File: src/rtl/ahb2apb_pkg.sv
// Shared encodings for the AHB-to-APB bridge: htrans codes and FSM states.
// The ERR1/ERR2 states are only reachable when AHB2APB_HRESP_EN is defined.
package ahb2apb_pkg;

  localparam logic [1:0] HTRANS_IDLE   = 2'b00;
  localparam logic [1:0] HTRANS_BUSY   = 2'b01;
  localparam logic [1:0] HTRANS_NONSEQ = 2'b10;
  localparam logic [1:0] HTRANS_SEQ    = 2'b11;

  typedef enum logic [2:0] {
    ST_IDLE   = 3'd0,
    ST_WLATCH = 3'd1,
    ST_SETUP  = 3'd2,
    ST_ACCESS = 3'd3,
    ST_ERR1   = 3'd4,
    ST_ERR2   = 3'd5
  } state_e;

  function automatic logic htrans_active(input logic [1:0] trans);
    case (trans)
      HTRANS_NONSEQ, HTRANS_SEQ: return 1'b1;
      HTRANS_IDLE, HTRANS_BUSY:  return 1'b0;
      default:                   return 1'b0;
    endcase
  endfunction

endpackage

File: src/rtl/ahb2apb_bridge.sv
// AHB-lite slave to APB master bridge, one transfer in flight at a time.
// Define AHB2APB_HRESP_EN to add pslverr/hresp and the two-cycle AHB ERROR response.
module ahb2apb_bridge
  import ahb2apb_pkg::*;
#(
  parameter int AHB_AW = 32,
  parameter int AHB_DW = 32
) (
  input  logic              clk,
  input  logic              reset_n,
  input  logic              hsel,
  input  logic [AHB_AW-1:0] haddr,
  input  logic [1:0]        htrans,
  input  logic              hwrite,
  input  logic [AHB_DW-1:0] hwdata,
  input  logic              hready,
  output logic              hreadyout,
  output logic [AHB_DW-1:0] hrdata,
`ifdef AHB2APB_HRESP_EN
  input  logic              pslverr,
  output logic              hresp,
`endif
  output logic [AHB_AW-1:0] paddr,
  output logic              psel,
  output logic              penable,
  output logic              pwrite,
  output logic [AHB_DW-1:0] pwdata,
  input  logic [AHB_DW-1:0] prdata,
  input  logic              pready
);

  state_e              r_state;
  state_e              w_state_nxt;
  logic [AHB_AW-1:0]   r_paddr;
  logic                r_pwrite;
  logic [AHB_DW-1:0]   r_pwdata;
  logic [AHB_DW-1:0]   r_hrdata;
  logic                w_valid;
  logic                w_accept;
  logic                w_done;
  logic                w_err;

  assign w_valid = hsel & hready & htrans_active(htrans);

  // ERR2 already reports hreadyout=1, so it accepts a new transfer just like IDLE.
`ifdef AHB2APB_HRESP_EN
  assign w_accept = w_valid & ((r_state == ST_IDLE) | (r_state == ST_ERR2));
  assign w_err    = pslverr;
`else
  assign w_accept = w_valid & (r_state == ST_IDLE);
  assign w_err    = 1'b0;
`endif

  assign w_done = (r_state == ST_ACCESS) & pready;

  always_comb begin
    w_state_nxt = r_state;
    case (r_state)
      ST_WLATCH: w_state_nxt = ST_SETUP;
      ST_SETUP:  w_state_nxt = ST_ACCESS;
      ST_ACCESS: if (pready) w_state_nxt = w_err ? ST_ERR1 : ST_IDLE;
`ifdef AHB2APB_HRESP_EN
      ST_ERR1:   w_state_nxt = ST_ERR2;
`endif
      default:   w_state_nxt = ST_IDLE;
    endcase
    if (w_accept) w_state_nxt = hwrite ? ST_WLATCH : ST_SETUP;
  end

  always_ff @(posedge clk or negedge reset_n) begin
    if (!reset_n) begin
      r_state  <= ST_IDLE;
      r_paddr  <= '0;
      r_pwrite <= 1'b0;
      r_pwdata <= '0;
      r_hrdata <= '0;
    end else begin
      r_state <= w_state_nxt;
      // Address/direction only move on acceptance, keeping them frozen through SETUP and ACCESS.
      if (w_accept) begin
        r_paddr  <= haddr;
        r_pwrite <= hwrite;
      end
      if (r_state == ST_WLATCH) r_pwdata <= hwdata;
      if (w_done && !r_pwrite && !w_err) r_hrdata <= prdata;
    end
  end

  assign hreadyout = (r_state == ST_IDLE) | (r_state == ST_ERR2);
  assign psel      = (r_state == ST_SETUP) | (r_state == ST_ACCESS);
  assign penable   = (r_state == ST_ACCESS);
  assign paddr     = r_paddr;
  assign pwrite    = r_pwrite;
  assign pwdata    = r_pwdata;
  assign hrdata    = r_hrdata;
`ifdef AHB2APB_HRESP_EN
  assign hresp     = (r_state == ST_ERR1) | (r_state == ST_ERR2);
`endif

endmodule

File: config.mk
export PLATFORM = sky130hd
export DESIGN_NAME = ahb2apb_bridge
export DESIGN_NICKNAME = d
export VERILOG_FILES = /design/src/rtl/ahb2apb_pkg.sv /design/src/rtl/ahb2apb_bridge.sv
export SDC_FILE = /design/constraint.sdc
export NUM_CORES = 1
export LEC_CHECK = 0
export ABC_AREA = 1
export CAP_MARGIN = 20
export CORE_ASPECT_RATIO = 0.5
export CORE_UTILIZATION = 43
export CTS_CLUSTER_DIAMETER = 200
export DETAILED_ROUTE_END_ITERATION = 8
export HOLD_SLACK_MARGIN = 0.06
export MAX_ROUTING_LAYER = met4
export PLACE_DENSITY_LB_ADDON = 0.1
export SYNTH_ARGS = -nofsm -noshare
export SYNTH_HDL_FRONTEND = slang
export SYNTH_SLANG_ARGS = --single-unit
File: constraint.sdc
create_clock -name clk -period 2.1 [get_ports clk]
set_input_delay 0.63 -clock clk [delete_from_list [all_inputs] [get_ports clk]]
set_output_delay 0.63 -clock clk [all_outputs]
set_load 0.005 [all_outputs]
=== Word level (Yosys, flattened, before mapping) ===
Index checks and enable logic that the tools add are counted.

* Reductions and logical operators: 6
* Equality and inequality tests: 8
* Multiplexer cells: 5
* Bitwise gates (word level): 6

{| class="wikitable"
|+ Operators by type and width
! cell !! number
|-
| case mux 3 bit (3 select lines) || 1
|-
| equality test 3 x 2 -> 1 bit, second input constant || 2
|-
| 2-to-1 mux 3 bit || 2
|-
| AND 1 bit || 4
|-
| equality test 2 bit, second input constant || 2
|-
| OR reduction 2 bit || 2
|-
| equality test 3 x 1 -> 1 bit, second input constant || 1
|-
| equality test 3 bit, second input constant || 1
|-
| logical NOT 3 bit || 1
|-
| != test 3 x 1 -> 1 bit, second input constant || 1
|-
| equality test 2 x 1 -> 1 bit, second input constant || 1
|-
| logical NOT 2 bit || 1
|-
| 2-to-1 mux 2 bit || 1
|-
| OR 1 bit || 2
|-
| case mux 1 bit (2 select lines) || 1
|-
| logical AND 1 bit || 1
|-
| logical NOT 1 bit || 1
|}

* Output and inout bits: 100
* Word-level logic and storage cells: 30
* Flip-flop bits (word level): 100
* Input port bits: 104

=== Longest topological paths before layout ===
* Depth in word-level cells: 6
* Gate-level depth with buffers: 8

=== Least setup slack after synthesis ===
OpenSTA, ideal clock, no wires.

* Path kind: reg-to-output
* Start point: register r_state[0]
* End point: output port psel
* Cell stages (with the launch flop): 3
* Required time: 1,470 ps
* Data arrival time: 924 ps
* Path slack: 546 ps
* Path through: dfrtp_1 > ha_1 > or2_2

* Word-level cells in the longest chain between the ends: 2

{| class="wikitable"
|+ RTL lines
! what !! RTL line !! text
|-
| start: declaration || ahb2apb_bridge.sv:32 || <nowiki>state_e r_state;</nowiki>
|-
| start signal: assignment || ahb2apb_bridge.sv:78 || <nowiki>r_state <= w_state_nxt;</nowiki>
|-
| equality test 3 x 2 -> 1 bit || - ||
|-
| via penable || ahb2apb_bridge.sv:25 || <nowiki>output logic penable,</nowiki>
|-
| OR 1 bit || ahb2apb_bridge.sv:90 || <nowiki>assign psel = (r_state == ST_SETUP) | (r_state == ST_ACCESS);</nowiki>
|-
| end: declaration || ahb2apb_bridge.sv:24 || <nowiki>output logic psel,</nowiki>
|}

The timed path passes the listed nets, and every way through them passes these cells.

=== Final worst setup path ===
* Start point: register r_state[0]
* End point: output port psel

* Word-level cells in the longest chain between the ends: 2

{| class="wikitable"
|+ RTL lines
! what !! RTL line
|-
| equality test 3 x 2 -> 1 bit || ahb2apb_bridge.sv:90
|-
| OR 1 bit * || ahb2apb_bridge.sv:90
|}

Every way passes the cells marked *; elsewhere a longest branch is shown, timed or not.

==> impl_metrics.json <==
{
  "met3_usage_pct": 7.24,
  "cts_buffer_depth": 2,
  "final_cell_mix": "clkdlybuf4s50_1 (198), nand2_1 (136), dfrtp_1 (99)",
  "netlist_instances": 366,
  "overflow": 0,
  "drc": 0,
  "reg2reg_to": "pwdata[26]",
  "cts-buffers-inserted": 9,
  "cap_violations": 0,
  "share_comb_of_total_power_pct": 41.8,
  "cts_sinks": 99,
  "ios": 204,
  "r2r_setup_slack_ns": 0.54,
  "seq_area_um2": 2480,
  "rr_worst_depth": 4,
  "drt_iter0_drc": 102,
  "area_growth_pct": 63.8,
  "worst_pin_slew_ns": 0.399,
  "cts_hold_buf": 0,
  "setup_viol": 0,
  "start_util_pct": 44.6,
  "grt_pass1_vias": 3175,
  "hold_viol_final": 0,
  "fin_ws_ns": 0.0669,
  "vias": 3103,
  "clk_pin_slew_ns": 0.06,
  "synth_area_um2": 3900,
  "skew_ns": 0.00708,
  "power_frac_clock_pct": 20.1,
  "ys_seq_elements": 99,
  "fin_area_um2": 6390,
  "diodes": 0,
  "post-place-ws_ns": 0.0304,
  "tns_ns": 0,
  "place.gp.congestion": 0.753,
  "synth_warnings": 0,
  "power_report.internal_total_uw": 6280,
  "num-fill-cells": 650,
  "htreeDepth": 3,
  "grt_pass1_wl_um": 15000,
  "rows": 24,
  "met1_usage_pct": 25.2,
  "fin_nets": 682,
  "post-place-cells": 679,
  "path_max_fanout": 4,
  "post-dp-hpwl_um": 6650,
  "fin_crit_ns": 2.03,
  "path_class": "flop to output pin",
  "seqPwrFrac_pct": 38.1,
  "period_share_pct": 96.8,
  "max_freq_mhz": 492,
  "synth.yosys.seq_area_share_pct": 63.5,
  "postRouteWirelength_um": 9170,
  "io_buffers": 202,
  "cts_root_buffer": "clkbuf_16",
  "die_area_um2": 9470,
  "status": "finished clean",
  "cp.required_ns": 1.47,
  "clk_latency_ns": 0.34,
  "grt_use_total_pct": 21.2,
  "relSlewSlack_pct": 73.4,
  "end_kind": "output pin",
  "hold_class": "primary input to async pin",
  "layout.cells.non_filler": 695,
  "die_w_um": 137,
  "coreArea_um2": 8740,
  "antenna_left": 0,
  "post_drt_wl_per_cell_um": 13.2,
  "cp.arrival_ns": 1.40,
  "cts_tree": "yes",
  "multi_input_area_um2": 1160,
  "rsz0062_at_grt": "no",
  "power_switching_uw": 2390,
  "drive_gt1_share_pct": 11.4,
  "timing.rr.start": "r_state[1]",
  "syn_nets": 474,
  "antenna_found_initial": 0,
  "powerDensity_nw_per_um2": 1360,
  "slew_violations": 0,
  "final_common_cell": "clkdlybuf4s50_1",
  "cp-start-kind": "flop",
  "die-height_um": 69.3,
  "busiest_layer": "met2",
  "grt_max_degree": 65,
  "use_met2_pct": 33.7,
  "ys_types": 17,
  "first_pass_iters": 3,
  "viasPerCell": 4.46,
  "place_area_um2": 6060,
  "vdd_drop_max_mv": 0.666,
  "p_sw_share_pct": 27.6,
  "p_leak_uw": 0.00301,
  "postSynthAreaPerCell_um2": 10.7
}
==> layer usage <==
metal	vias to the layer above	routed length, µm	part of all wire, %
met5	-	0	0
met4	0	189	2.1
met3	20	693	7.6
met2	113	4330	47
met1	1414	3960	43
li1	1556	-	-
==> state kept, by name, summed over array words and instances (netlist names) <==
signal and cells:
hrdata 32, pwrite 1, pwdata 32, r_state 2, paddr 32
==> timing repair <==
action,4_1_cts,5_1_grt
pin swaps,0,0
endpoints found under the setup margin,3,1
setup buffers,0,1
resized for setup,8,2
==> how the worst max path moves through the flow <==
| stage | from | end | cells past startpoint |
|---|---|---|---|
| finish | r_state[0] | psel | 4 |
| global route | r_state[0] | psel | 4 |
| CTS | r_state[0] | psel | 4 |
| detailed placement | r_state[0] | psel | 4 |
| global placement | r_state[0] | psel | 4 |
| floorplan | r_state[0] | psel | 2 |
==> area by class of cell <==
class	count	share of cell area, %
timing repair buffer	213	33.7
clock inverter	5	1.21
inverter	36	2.12
multi-input combinational	215	18.2
tap	117	2.29
clock buffer	10	3.74
sequential	99	38.8
==> synthesized netlist by cell type (all sizes together) <==
library cell    n  share of area [%]
nor2            2               0.38
mux2           32                9.2
nand3           2               0.38
o21ai          36                4.6
or2             1               0.16
nand4           1               0.32
dfrtp          99                 64
ha              4                1.3
nand2         137                 13
inv            36                3.5
buf            16                3.3
==> logic make-up (layout without fill, tap and decap cells) <==
kind of cell	after synthesis	count (layout)	share of synthesized area (%)
AOI/OAI and AO/OA	36	36	4.62
adders and majority gates	4	4	1.28
buffers and inverters	52	264	6.80
DFF	99	99	63.5
muxes	32	32	9.24
and+or+nand+nor	143	143	14.5
==> power groups by stage <==
stage	clock network [µW]	logic [µW]	registers, µW
floorplan	0	1240	3400
global placement	0	3600	3280
detailed placement	0	3670	3330
CTS	1790	3660	3320
global route	1870	3980	3420
finish	1750	3620	3300
==> through the flow <==
step                hold slack, ns  power [µW]  utilization (%)
finish                       0.214        8670             73.1
global route                 0.225        9270             73.1
CTS                          0.217        8760             72.9
detailed placement           0.458        7000             69.3
global placement             0.454        6880             69.3
floorplan                    0.334        4630                -
==> critical path, cell delays in order, from the launching register on <==
cell     delay, ns
dfrtp_1       0.41
inv_2         0.06
ha_2          0.18
or2_2         0.30
buf_6         0.12
No activity file was read; power rests on OpenSTA's default activity.
